`config.mk`:
```
export PLATFORM = sky130hd
export DESIGN_NAME = alu_unit_flat
export DESIGN_NICKNAME = d
export VERILOG_FILES = /design/src/rtl/alu_unit_if.sv /design/src/rtl/alu_unit.sv /design/src/flat_wrapper.sv
export SDC_FILE = /design/constraint.sdc
export NUM_CORES = 1
export LEC_CHECK = 0
export ABC_CLOCK_PERIOD_IN_PS = 5100
export BUFFER_PORTS_ARGS = -buffer_cell sky130_fd_sc_hd__buf_2
export CAP_MARGIN = 30
export CELL_PAD_IN_SITES_DETAIL_PLACEMENT = 0
export CELL_PAD_IN_SITES_GLOBAL_PLACEMENT = 1
export CORE_ASPECT_RATIO = 1.2
export CORE_MARGIN = 2
export CORE_UTILIZATION = 35
export DETAILED_ROUTE_END_ITERATION = 10
export GPL_ROUTABILITY_DRIVEN = 0
export HOLD_SLACK_MARGIN = 0.03
export PLACE_DENSITY_LB_ADDON = 0.12
export SLEW_MARGIN = 20
export SYNTH_ARGS = -nofsm -noshare
export SYNTH_HDL_FRONTEND = slang
export SYNTH_SLANG_ARGS = --single-unit
export TNS_END_PERCENT = 20
```
`constraint.sdc`:
```
create_clock -name clk -period 5.1 [get_ports clk]
set_input_delay 0.255 -clock clk [delete_from_list [all_inputs] [get_ports clk]]
set_output_delay 0.255 -clock clk [all_outputs]
set_load 0.05 [all_outputs]
```
`src/rtl/alu_unit_if.sv`:
```
// alu_unit_if
//   Bundles the ALU operand/operation inputs, the combinational result and the
//   registered status flags into one bus between the CPU datapath and alu_unit.
//   master : datapath side (drives alu_op, a, b, flag_en; observes result/flags)
//   slave  : ALU side (observes operands; drives result/flags)
//   Signals: alu_op[OP_WIDTH], a[WIDTH], b[WIDTH], flag_en,
//            result[WIDTH], zero, neg, carry, ovf
interface alu_unit_if #(
  parameter int WIDTH    = 16,
  parameter int OP_WIDTH = 2
);
  logic [OP_WIDTH-1:0] alu_op;
  logic [WIDTH-1:0]    a;
  logic [WIDTH-1:0]    b;
  logic                flag_en;
  logic [WIDTH-1:0]    result;
  logic                zero;
  logic                neg;
  logic                carry;
  logic                ovf;

  modport master (
    output alu_op, a, b, flag_en,
    input  result, zero, neg, carry, ovf
  );

  modport slave (
    input  alu_op, a, b, flag_en,
    output result, zero, neg, carry, ovf
  );
endinterface

```
`src/rtl/alu_unit.sv`:
```
// alu_unit
//   Two-operand integer ALU for the single-cycle CPU datapath. The result is
//   purely combinational (ADD, SUB, AND, OR); status flags from the most recent
//   enabled operation are held in registers for branch/compare logic.
//   Ports:
//     clk  : rising-edge clock shared with the register file
//     rst  : synchronous active-high reset, clears only the flag registers
//     bus  : alu_unit_if slave modport
//            alu_op, a, b, flag_en in; result (comb), zero/neg/carry/ovf (reg) out
module alu_unit #(
  parameter int WIDTH    = 16,
  parameter int OP_WIDTH = 2
) (
  input  logic       clk,
  input  logic       rst,
  alu_unit_if.slave  bus
);

  localparam logic [OP_WIDTH-1:0] OP_ADD = OP_WIDTH'(0);
  localparam logic [OP_WIDTH-1:0] OP_SUB = OP_WIDTH'(1);
  localparam logic [OP_WIDTH-1:0] OP_AND = OP_WIDTH'(2);
  localparam logic [OP_WIDTH-1:0] OP_OR  = OP_WIDTH'(3);

  // Signed overflow from operand/result sign bits. For SUB the effective
  // second operand is ~b, so the "same sign in" test flips to "different sign".
  function automatic logic ovf_calc(input logic sub, input logic a_msb,
                                    input logic b_msb, input logic r_msb);
    if (sub) return (a_msb != b_msb) && (r_msb != a_msb);
    else     return (a_msb == b_msb) && (r_msb != a_msb);
  endfunction

  logic                is_sub_p0;
  logic [WIDTH-1:0]    b_eff_p0;
  logic [WIDTH:0]      sum_p0;
  logic [WIDTH-1:0]    res_p0;
  logic                nxt_zero_p0;
  logic                nxt_neg_p0;
  logic                nxt_carry_p0;
  logic                nxt_ovf_p0;

  logic                zero_p1;
  logic                neg_p1;
  logic                carry_p1;
  logic                ovf_p1;

  // ---- Stage p0: combinational operate and next-flag generation ----
  // One shared WIDTH+1-bit adder; SUB is a + ~b + 1 so bit WIDTH is no-borrow.
  assign is_sub_p0 = (bus.alu_op == OP_SUB);
  assign b_eff_p0  = is_sub_p0 ? ~bus.b : bus.b;
  assign sum_p0    = {1'b0, bus.a} + {1'b0, b_eff_p0} + {{WIDTH{1'b0}}, is_sub_p0};

  always_comb begin
    res_p0       = '0;
    nxt_carry_p0 = 1'b0;
    nxt_ovf_p0   = 1'b0;
    case (bus.alu_op)
      OP_ADD, OP_SUB: begin
        res_p0       = sum_p0[WIDTH-1:0];
        nxt_carry_p0 = sum_p0[WIDTH];
        nxt_ovf_p0   = ovf_calc(is_sub_p0, bus.a[WIDTH-1], bus.b[WIDTH-1],
                                sum_p0[WIDTH-1]);
      end
      OP_AND:  res_p0 = bus.a & bus.b;
      OP_OR:   res_p0 = bus.a | bus.b;
      // Unused codes (only reachable when OP_WIDTH > 2) yield 0, so z=1, n=0.
      default: res_p0 = '0;
    endcase
  end

  assign nxt_zero_p0 = (res_p0 == '0);
  assign nxt_neg_p0  = res_p0[WIDTH-1];

  assign bus.result = res_p0;

  // ---- Stage p1: flag registers ----
  always_ff @(posedge clk) begin
    if (rst) begin
      zero_p1  <= 1'b0;
      neg_p1   <= 1'b0;
      carry_p1 <= 1'b0;
      ovf_p1   <= 1'b0;
    end else if (bus.flag_en) begin
      zero_p1  <= nxt_zero_p0;
      neg_p1   <= nxt_neg_p0;
      carry_p1 <= nxt_carry_p0;
      ovf_p1   <= nxt_ovf_p0;
    end
  end

  assign bus.zero  = zero_p1;
  assign bus.neg   = neg_p1;
  assign bus.carry = carry_p1;
  assign bus.ovf   = ovf_p1;

endmodule

```
`src/flat_wrapper.sv`:
```
// flat-port wrapper written by rule: the top's interface ports become plain ports
module alu_unit_flat 
#(
  parameter int WIDTH    = 16,
  parameter int OP_WIDTH = 2
)
  (clk, rst, bus_alu_op, bus_a, bus_b, bus_flag_en, bus_result, bus_zero, bus_neg, bus_carry, bus_ovf);
  alu_unit_if #(.WIDTH(WIDTH), .OP_WIDTH(OP_WIDTH)) bus_i ();
  input  logic clk;
  input  logic rst;
  input wire logic [$bits(bus_i.alu_op)-1:0] bus_alu_op;
  input wire logic [$bits(bus_i.a)-1:0] bus_a;
  input wire logic [$bits(bus_i.b)-1:0] bus_b;
  input wire logic [$bits(bus_i.flag_en)-1:0] bus_flag_en;
  output wire logic [$bits(bus_i.result)-1:0] bus_result;
  output wire logic [$bits(bus_i.zero)-1:0] bus_zero;
  output wire logic [$bits(bus_i.neg)-1:0] bus_neg;
  output wire logic [$bits(bus_i.carry)-1:0] bus_carry;
  output wire logic [$bits(bus_i.ovf)-1:0] bus_ovf;
  assign bus_i.alu_op = bus_alu_op;
  assign bus_i.a = bus_a;
  assign bus_i.b = bus_b;
  assign bus_i.flag_en = bus_flag_en;
  assign bus_result = bus_i.result;
  assign bus_zero = bus_i.zero;
  assign bus_neg = bus_i.neg;
  assign bus_carry = bus_i.carry;
  assign bus_ovf = bus_i.ovf;
  alu_unit #(.WIDTH(WIDTH), .OP_WIDTH(OP_WIDTH)) u_core (.clk(clk), .rst(rst), .bus(bus_i));
endmodule
```
==> Word level (Yosys, flattened, before mapping) <==
Index checks and enable logic that the tools add are counted.
{ "classes": {"bitwise_logic": 3, "n_addsub": 2, "n_eq_ne": 6, "n_mux": 5, "reduce_logical": 5} }
{ "ops": {"columns": ["cell", "n"], "rows": [
  ["one-hot mux 16 bit (3 select lines)", 1],
  ["adder 16 x 16 -> 17 bit", 1],
  ["adder 17 x 1 -> 17 bit", 1],
  ["AND 16 bit", 1],
  ["zero test 16 bit", 1],
  ["two-way mux 16 bit", 1],
  ["NOT 16 bit", 1],
  ["OR 16 bit", 1],
  ["equality test 2 bit (second input constant)", 2],
  ["two-way mux 1 bit", 3],
  ["equality test 2 x 1 -> 1 bit (second input constant)", 1],
  ["logical AND 1 bit", 2],
  ["zero test 2 bit", 1],
  ["!= test 1 bit", 2],
  ["OR reduction 2 bit", 1],
  ["equality test 1 bit", 1]
]} }
{ "totals": {"inputBits": 37, "out_inout_bits": 20, "wordCells": 25, "regBits": 4} }

==> Depth between registers and ports, before layout <==
Gate-level depths: netlist of run 1.
{ "logic_depth": {"depth_word": 8, "mapped_depth": 15, "mapped_depth_nobuf": 13} }

==> Least setup slack after synthesis of run 1 <==
OpenSTA, ideal clock, no wires.
{ "synth_path": {"path_type": "input-to-reg", "startpoint": "input bus_alu_op[0]", "endpoint": "register u_core.zero_p1 (netlist: u_core.bus.zero)", "t_arrival_ns": 4.483, "required_time_ns": 4.986, "n_path_buf": 3, "stages": 14, "slack_ns": 0.502, "cell_sequence": "clkbuf_1 > clkbuf_1 > nand2_1 > clkbuf_1 > xnor2_1 > ha_1 > a21oi_1 > o211ai_2 > a2111oi_0 > o31ai_1 > xnor2_1 > o21ai_0 > nor4_2 > a21o_1"} }
{ "synth_between": {"elab_chain_cells": 6} }
{ "synth_lines": {"columns": ["element", "line_no", "source"], "rows": [
  ["start, declared", "flat_wrapper.sv:11", "input wire logic [$bits(bus_i.alu_op)-1:0] bus_alu_op;"],
  ["equality test 2 x 1 -> 1 bit", "alu_unit.sv:48, alu_unit.sv:56", null],
  ["two-way mux 16 bit", "alu_unit.sv:49", "assign b_eff_p0 = is_sub_p0 ? ~bus.b : bus.b;"],
  ["adder 16 x 16 -> 17 bit", "alu_unit.sv:50", "assign sum_p0 = {1'b0, bus.a} + {1'b0, b_eff_p0} + {{WIDTH{1'b0}}, is_sub_p0};"],
  ["adder 17 x 1 -> 17 bit", "alu_unit.sv:50", null],
  ["one-hot mux 16 bit (3 select lines) (*)", "alu_unit.sv:56", "case (bus.alu_op)"],
  ["named net bus_result[13]", "flat_wrapper.sv:15", "output wire logic [$bits(bus_i.result)-1:0] bus_result;"],
  ["zero test 16 bit (*)", "alu_unit.sv:70", "assign nxt_zero_p0 = (res_p0 == '0);"],
  ["end signal, assigned", "alu_unit.sv:83", "zero_p1 <= nxt_zero_p0;"],
  ["end, declared", "alu_unit.sv:41", "logic zero_p1;"]
]} }
The timed path passes the listed nets; every way through them passes the cells marked *.
A chain may end at the register's enable or synchronous reset.

==> Worst setup path after layout of run 1 <==
{ "layout_path": {"startpoint": "input bus_alu_op[0]", "endpoint": "output bus_result[15]"} }
{ "layout_between": {"elab_chain_cells": 5} }
{ "layout_lines": {"columns": ["element", "line_no"], "rows": [
  ["equality test 2 x 1 -> 1 bit", "alu_unit.sv:48, alu_unit.sv:56"],
  ["two-way mux 16 bit", "alu_unit.sv:49"],
  ["adder 16 x 16 -> 17 bit", "alu_unit.sv:50"],
  ["adder 17 x 1 -> 17 bit", "alu_unit.sv:50"],
  ["one-hot mux 16 bit (3 select lines) (*)", "alu_unit.sv:56"],
  ["end, declared", "flat_wrapper.sv:15"]
]} }
Mark *: on every way between the ends. The rest lies on a longest branch, timed or not.

==> results.txt, run 1 <==
The worst path needs 3.876 ns of the cycle, external delays included. The depth of the worst register-to-register path came out at 2. The clock-pin transition on the worst setup and hold timing paths works out to 0.03 ns. The sequential share of the synthesized area came out at 0.04794. The average routed wire per standard cell works out to 13.91 um. STA classifies the critical path startpoint as an input port. Clock skew on the completed layout was measured at 0 ns. During synthesis, Yosys emitted a total of 0 warnings. In this run the remaining antenna-violating nets after routing total 0. The clock insertion delay at the later pin of the skew report was 0.22 ns; the total setup violations reported at the end of the flow was 0. After detailed placement, the design holds a cell count of 342.

The final instance count without filler cells is 345, and the hold buffer count at cts is 0. The number of endpoints with negative hold slack in the final report came out at 0. Share of the clock period used by the worst path after layout: 0.7599. The kind of critical path was input port to output pin.

The reported leakage power is 0.9441 nW, and the number of vias after detailed routing is 1847. When the netlist entered floorplanning its net count stood at 293. For this run, design rule violations remaining after detail routing come to 0. Entering global routing, the biggest net connects 39 pins. The tools report the number of iterations in the first detailed-routing pass as 4.

The worst setup path is captured at an output pin. Leaving out fill and tap cells, the most frequent cell in the layout is sky130_fd_sc_hd__buf_2. The number of cell rows was 27; the post-layout utilization of the core was 0.4466. For this design the top-level I/O count stands at 57. The biggest area consumer among synthesized cells was sky130_fd_sc_hd__ha_1.

TritonCTS created 3 clock buffers. After the first detailed-routing iteration, the DRC count stood at 55. Initial antenna violation count: 0.

The min-delay analysis places its worst path in the category input port to flip-flop. The flip-flop and latch count after synthesis is 4, and the antenna diode instance count is 0. For this design the ratio of total power to cell area is 229.8 nW/um^2. In the layout the commonest cells are 56 x sky130_fd_sc_hd__buf_2, 23 x sky130_fd_sc_hd__nand2_1, 21 x sky130_fd_sc_hd__ha_1. Once the clock tree was built, the setup fixing pass inserted 0 buffers. The cell that appears most often on the critical path is sky130_fd_sc_hd__buf_2. Timing would allow up to 258.0 MHz. The height of the chip is 79.68 um, and the maximum VDD drop is 0.07793 mV. The fraction of post-synthesis cell area in the top cell type by area is 0.1573, and the delay of the slowest cell on the worst path is 0.63 ns. Commonest register cell after synthesis: sky130_fd_sc_hd__dfxtp_1. Number of fill cells in the layout: 515. At the worst endpoint, the arrival time is 3.62 ns.

The logs give 348 for the final net count and 5343 sq um for the die outline area. The signal on the critical path passes through buf_2, nand2_1, buf_4, xnor2_1, ha_1, a21oi_1, o22ai_1, a211oi_1, o31ai_1, or4b_2, nand3_1, buf_2. Once layout is done, the placed cells without fillers occupy 2052 sq um. TritonCTS built the clock tree. The maximum fanout along the worst path came out at 24. The run gives 7.900 mm as the wire length of the first global-routing pass. The flow ran to the end, and the final reports show no timing, DRC or antenna violations. The critical path launch point was bus_alu_op[0]. The synthesized design contains 0 enable-type register cells. The run gives 3.868 mm as the detailed placer's ending HPWL.

The clock tree buffer depth is 2. In this run the critical register-to-register path is launched from u_core.bus.zero. The mean instance size in the synthesized netlist was 7.138 sq um; the max-cap violation count was 0. The overall routing resource usage is 0.1865. The root buffer cell is sky130_fd_sc_hd__clkbuf_8.

The via count of the first global-routing pass was 1710. For the core region area, the log shows 4594 sq um. Once placement finished, the instance area stood at 2011 sq um.

After global routing the overflow that remains totals 0. Following the worst setup path forward leads to its endpoint at bus_result[15]. In this run the horizontal extent of the chip is 67.07 um. In this run the register-to-register setup slack is 4.35 ns. For the pin with the worst max-slew slack, the measured transition is 0.6292 ns.

The fraction of layout cells with a size suffix above 1 was 0.2404; the H-tree depth reported by CTS was 1. The share of flip-flops with an asynchronous set or reset after synthesis is 0. In this run, post-CTS repair resized a total of 0 instances. Setup repair after global routing left no endpoint under its margin. For the worst setup path, the data required time is 4.85 ns.

The design draws 0.4715 mW. The initial cell density of the core is 0.3636, and the number of sinks handled by clock tree synthesis is 4. The setup TNS was 0 ns. Among all stages on the critical path, the largest delay is contributed by sky130_fd_sc_hd__or4b_2. The run gives 0.5697 as the relative slew slack. Number of port buffers: 56. The endpoint identified for the worst register-to-register timing path is u_core.bus.zero. The via count normalized by instance count was 5.354; the total detailed-routing wirelength was 4.799 mm.

By area the synthesized netlist is led by sky130_fd_sc_hd__ha_1 16%, sky130_fd_sc_hd__xnor2_1 9.4%, sky130_fd_sc_hd__maj3_1 6.0%. Summing every instance area after synthesis gives 1670 sq um. The area growth from synthesis to layout is 22.85%.

Counting distinct cell types in the post-synthesis netlist gives 53. The logs give 234 for the cell count after synthesis and 0 for the max-slew violation count.
## layout make-up
| cell class | instances | area, sq um | share of cell area |
|---|---|---|---|
| timing repair buffer | 59 | 302.8 | 0.1476 |
| sequential | 4 | 80.08 | 0.03902 |
| multi-input combinational | 208 | 1506 | 0.7341 |
| clock buffer | 3 | 41.29 | 0.02012 |
| tap | 58 | 72.57 | 0.03537 |
| inverter | 13 | 48.80 | 0.02378 |
## Yosys cell counts, types with 3 or more instances
| cell | n |
|---|---|
| sky130_fd_sc_hd__inv_1 | 12 |
| sky130_fd_sc_hd__a21oi_1 | 18 |
| sky130_fd_sc_hd__nand3_1 | 6 |
| sky130_fd_sc_hd__a31oi_1 | 3 |
| sky130_fd_sc_hd__nand4_1 | 3 |
| sky130_fd_sc_hd__clkbuf_1 | 8 |
| sky130_fd_sc_hd__xnor2_1 | 18 |
| sky130_fd_sc_hd__o211ai_1 | 3 |
| sky130_fd_sc_hd__a21o_1 | 5 |
| sky130_fd_sc_hd__maj3_1 | 10 |
| sky130_fd_sc_hd__nor3b_1 | 3 |
| sky130_fd_sc_hd__dfxtp_1 | 4 |
| sky130_fd_sc_hd__nor2_1 | 16 |
| sky130_fd_sc_hd__a211oi_1 | 3 |
| sky130_fd_sc_hd__nand2_1 | 23 |
| sky130_fd_sc_hd__xor2_1 | 6 |
| sky130_fd_sc_hd__nor3_1 | 6 |
| sky130_fd_sc_hd__nor2b_1 | 4 |
| sky130_fd_sc_hd__o21a_1 | 3 |
| sky130_fd_sc_hd__o21ai_0 | 18 |
| sky130_fd_sc_hd__ha_1 | 21 |
## through the flow
stage / hold WS [ns] / setup slack, ns
2_1_floorplan: 0.3241 / 0.5023
3_3_place_gp: 0.4444 / 1.221
3_5_place_dp: 0.4418 / 1.237
4_1_cts: 0.2378 / 1.219
5_1_grt: 0.2547 / 0.9479
6_report: 0.2421 / 1.224
## metal layers
layer  part of all wire  global-route usage  vias up
met5                  0                   0        -
met1               0.47              0.2449      811
met2               0.47              0.3228       60
li1                   -                   -      972
met3              0.057             0.01834        4
met4              0.010             0.04286        0
## cells by family after synthesis
family,synth area share
adders and majority gates,0.2292
AOI/OAI and AO/OA,0.2787
DFF,0.04794
buffers and inverters,0.05018
xor gates and xnor gates,0.1393
and+or+nand+nor,0.2420
muxes,0.01273
## where the power goes
| group | internal (mW) | switching (mW) | leakage, nW | total, mW |
|---|---|---|---|---|
| logic | 0.125 | 0.244 | 0.890 | 0.369 |
| clock network | 0.0504 | 0.0176 | 0.0216 | 0.0680 |
| registers | 0.0332 | 0.000760 | 0.0326 | 0.0340 |
## worst max-delay path, delay by kind of cell
family | cells | cell delay, ns
adder cells (fa/ha/maj) | 1 | 0.33
AND/OR/NAND/NOR | 3 | 0.95
XOR/XNOR | 1 | 0.14
AO/OA/AOI/OAI | 4 | 1.02
buffers and inverters | 3 | 0.90
## sequential cells by signal (all words and copies together) (netlist names)
| name | flops |
|---|---|
| u_core.bus.carry | 1 |
| u_core.bus.neg | 1 |
| u_core.bus.ovf | 1 |
| u_core.bus.zero | 1 |
## how the worst min path moves through the flow
stage / startpoint / end / cells past startpoint
after floorplan: rst / u_core.bus.ovf / 1
after global placement: u_core.bus.ovf / u_core.bus.ovf / 2
after detailed placement: u_core.bus.ovf / u_core.bus.ovf / 2
after CTS: rst / u_core.bus.ovf / 2
after global routing: rst / u_core.bus.ovf / 2
final: rst / u_core.bus.ovf / 2
(Power assumes the default switching activity.)
==> inputs of run 2 (changes only) <==
ABC_CLOCK_PERIOD_IN_PS = 3600   (was 5100)
clock period = 3.6 ns   (was 5.1 ns; I/O delays follow)
==> run 2 against run 1 <==
Compared with the run above:
- sequential cell count unchanged
- non-clock buffer count grew 1
- total power rose by 43%
- cell count grew 0.29%
- die area did not move
- setup slack got worse by 0.82 ns
==> results.txt, run 2 (synthesis results as in run 1) <==
Power spread over the standard cell area amounts to 324.9 nW/um^2. The run gives 0.22 ns as the clock insertion delay at the later pin of the skew report. Dividing the detail-routed wire length by the instance count gives 13.84 um. In this run the horizontal extent of the chip is 67.07 um. The via count normalized by instance count was 5.315; the final net count was 349.

The initial antenna violation count is 0, and the max-slew violation count is 0. The run gives 2 as the clock tree buffer depth. STA classifies the critical path startpoint as an input port. For this run, the top clock speed supported by timing is 313.2 MHz. Subtracting the final worst setup slack from the clock period gives 3.193 ns. The H-tree depth reported by CTS came out at 1. The fraction of layout cells with a size suffix above 1 is 0.2604.

The tree is rooted in a sky130_fd_sc_hd__clkbuf_8. Compared with the post-synthesis result, the final layout area differs by 24.49%. The first detailed-routing pass took 4 iterations. The final standard cell area without fillers is 2079 sq um. Port buffering added 56 buffers. In this run the core area contains 27 standard-cell rows.

Post-CTS setup repair buffer count: 0. The tools report the total placed cells including tap cells as 343. The routed layout has 1839 vias. The tools report the relative slew slack as 0.4716.

TritonCTS built the clock tree. The worst setup path is captured at an output pin. For the final antenna-violating net count, the log shows 0.

The kind of critical path was input port to output pin. The setup TNS was 0 ns; the number of sinks handled by clock tree synthesis was 4. The initial cell density of the core is 0.3636. The pre-CTS worst setup slack is 0.3186 ns, and the actual transition at the worst max-transition pin is 0.7726 ns.

The wire-length estimate of the detail-placed layout is 3.858 mm. The flow ran to the end, and the final reports show no timing, DRC or antenna violations. The core region area was 4594 sq um.

Along the worst path, the maximum fanout reaches 12. Counting the buffers created by CTS gives 3. Data on the critical path is required at its endpoint by 3.42 ns. The max-cap violation count was 0; the number of endpoints with negative hold slack in the final report was 0. The worst hold path belongs to the class input port to flip-flop. The wire length of the first global-routing pass came out at 7.769 mm. Gates resized during post-CTS repair numbered 0. For the via count of the first global-routing pass, the log shows 1719. The initial DRC count is 78. Setup repair after global routing left no endpoint under its margin. The logs give 5343 sq um for the die outline area and 3.01 ns for the arrival time of the worst setup path. Leaving out fill and tap cells, the most frequent cell in the layout is sky130_fd_sc_hd__buf_2. The overall routing resource usage is 0.1814, and the final instance count without filler cells is 346.

The hold buffer count at cts was 0. Setup violations remaining at the end of the flow were counted as 0. The share of the clock period used by the worst path after layout was 0.8869. In the layout the commonest cells are 56 x sky130_fd_sc_hd__buf_2, 22 x sky130_fd_sc_hd__nand2_1, 21 x sky130_fd_sc_hd__ha_1. Across all register-to-register paths, the minimum setup slack is 2.87 ns.

Entering global routing, the biggest net connects 39 pins. The total detailed-routing wirelength is 4.788 mm, and the clock-pin transition on the worst setup and hold timing paths is 0.03 ns. The number of ports placed on the die boundary is 57, and the number of fill cells in the layout is 505. Across the routed clock network, the largest skew measured is 0 ns. For the placed instance area, the log shows 2038 sq um. The maximum VDD drop was 0.1377 mV; the antenna diode instance count was 0. Setup slack closes at 0.4071 ns.

For this run, design rule violations remaining after detail routing come to 0. The post-layout utilization of the core was 0.4526; the reported leakage power was 0.9581 nW. Summed over all layers, the global routing overflow is 0. The die is 79.68 um tall.
-- run 2: changes by cell type in the layout (fill, tap and decap cells not counted), sizes merged --
cell	previous run	this run
buf	59	60
-- run 2: cell type report --
class	count	area [sq um]	area share
well taps	58	72.57	0.03490
inverters	13	48.80	0.02347
flip-flops and latches	4	80.08	0.03851
repair buffers	60	310.3	0.1492
multi-input cells	208	1526	0.7341
clock buffers	3	41.29	0.01986
-- run 2: critical path: stages --
cell,delay (ns)
sky130_fd_sc_hd__buf_2,0.09
sky130_fd_sc_hd__clkinv_1,0.08
sky130_fd_sc_hd__nand2_2,0.31
sky130_fd_sc_hd__buf_4,0.24
sky130_fd_sc_hd__xnor2_1,0.12
sky130_fd_sc_hd__ha_1,0.31
sky130_fd_sc_hd__a21oi_1,0.24
sky130_fd_sc_hd__o21ai_0,0.14
sky130_fd_sc_hd__a21oi_1,0.17
sky130_fd_sc_hd__o31ai_1,0.11
sky130_fd_sc_hd__or4b_2,0.64
sky130_fd_sc_hd__nand3_2,0.12
sky130_fd_sc_hd__buf_2,0.27
-- run 2: path summary, 6_finish.rpt --
check	from	endpoint	cells after the start
worst min-delay path	rst	u_core.bus.ovf	2
worst min register to register	u_core.bus.ovf	u_core.bus.ovf	2
worst max-delay path	bus_alu_op[1]	bus_result[15]	13
worst max register to register	u_core.bus.zero	u_core.bus.zero	2
-- run 2: power breakdown --
part           switching (mW)  leakage (nW)  internal [mW]  total [mW]
sequential            0.00118        0.0326         0.0471      0.0483
combinational           0.349         0.904          0.183       0.532
clock                  0.0242        0.0216         0.0714      0.0956
total                   0.375         0.958          0.301       0.676
-- run 2: stage by stage --
| stage | total power, mW | hold slack [ns] |
|---|---|---|
| after detailed placement | 0.5818 | 0.3909 |
| after global placement | 0.5835 | 0.3915 |
| after CTS | 0.6788 | 0.1684 |
| after global routing | 0.7282 | 0.1845 |
| after floorplan | 0.4545 | 0.2491 |
| final | 0.6756 | 0.1700 |
-- run 2: routing by layer --
metal / up-vias / global-route usage / routed length (um)
li1: 982 / - / -
met1: 806 / 0.2468 / 2360
met2: 48 / 0.3168 / 2211
met3: 3 / 0.01128 / 201
met4: 0 / 0.02449 / 15
met5: - / 0 / 0
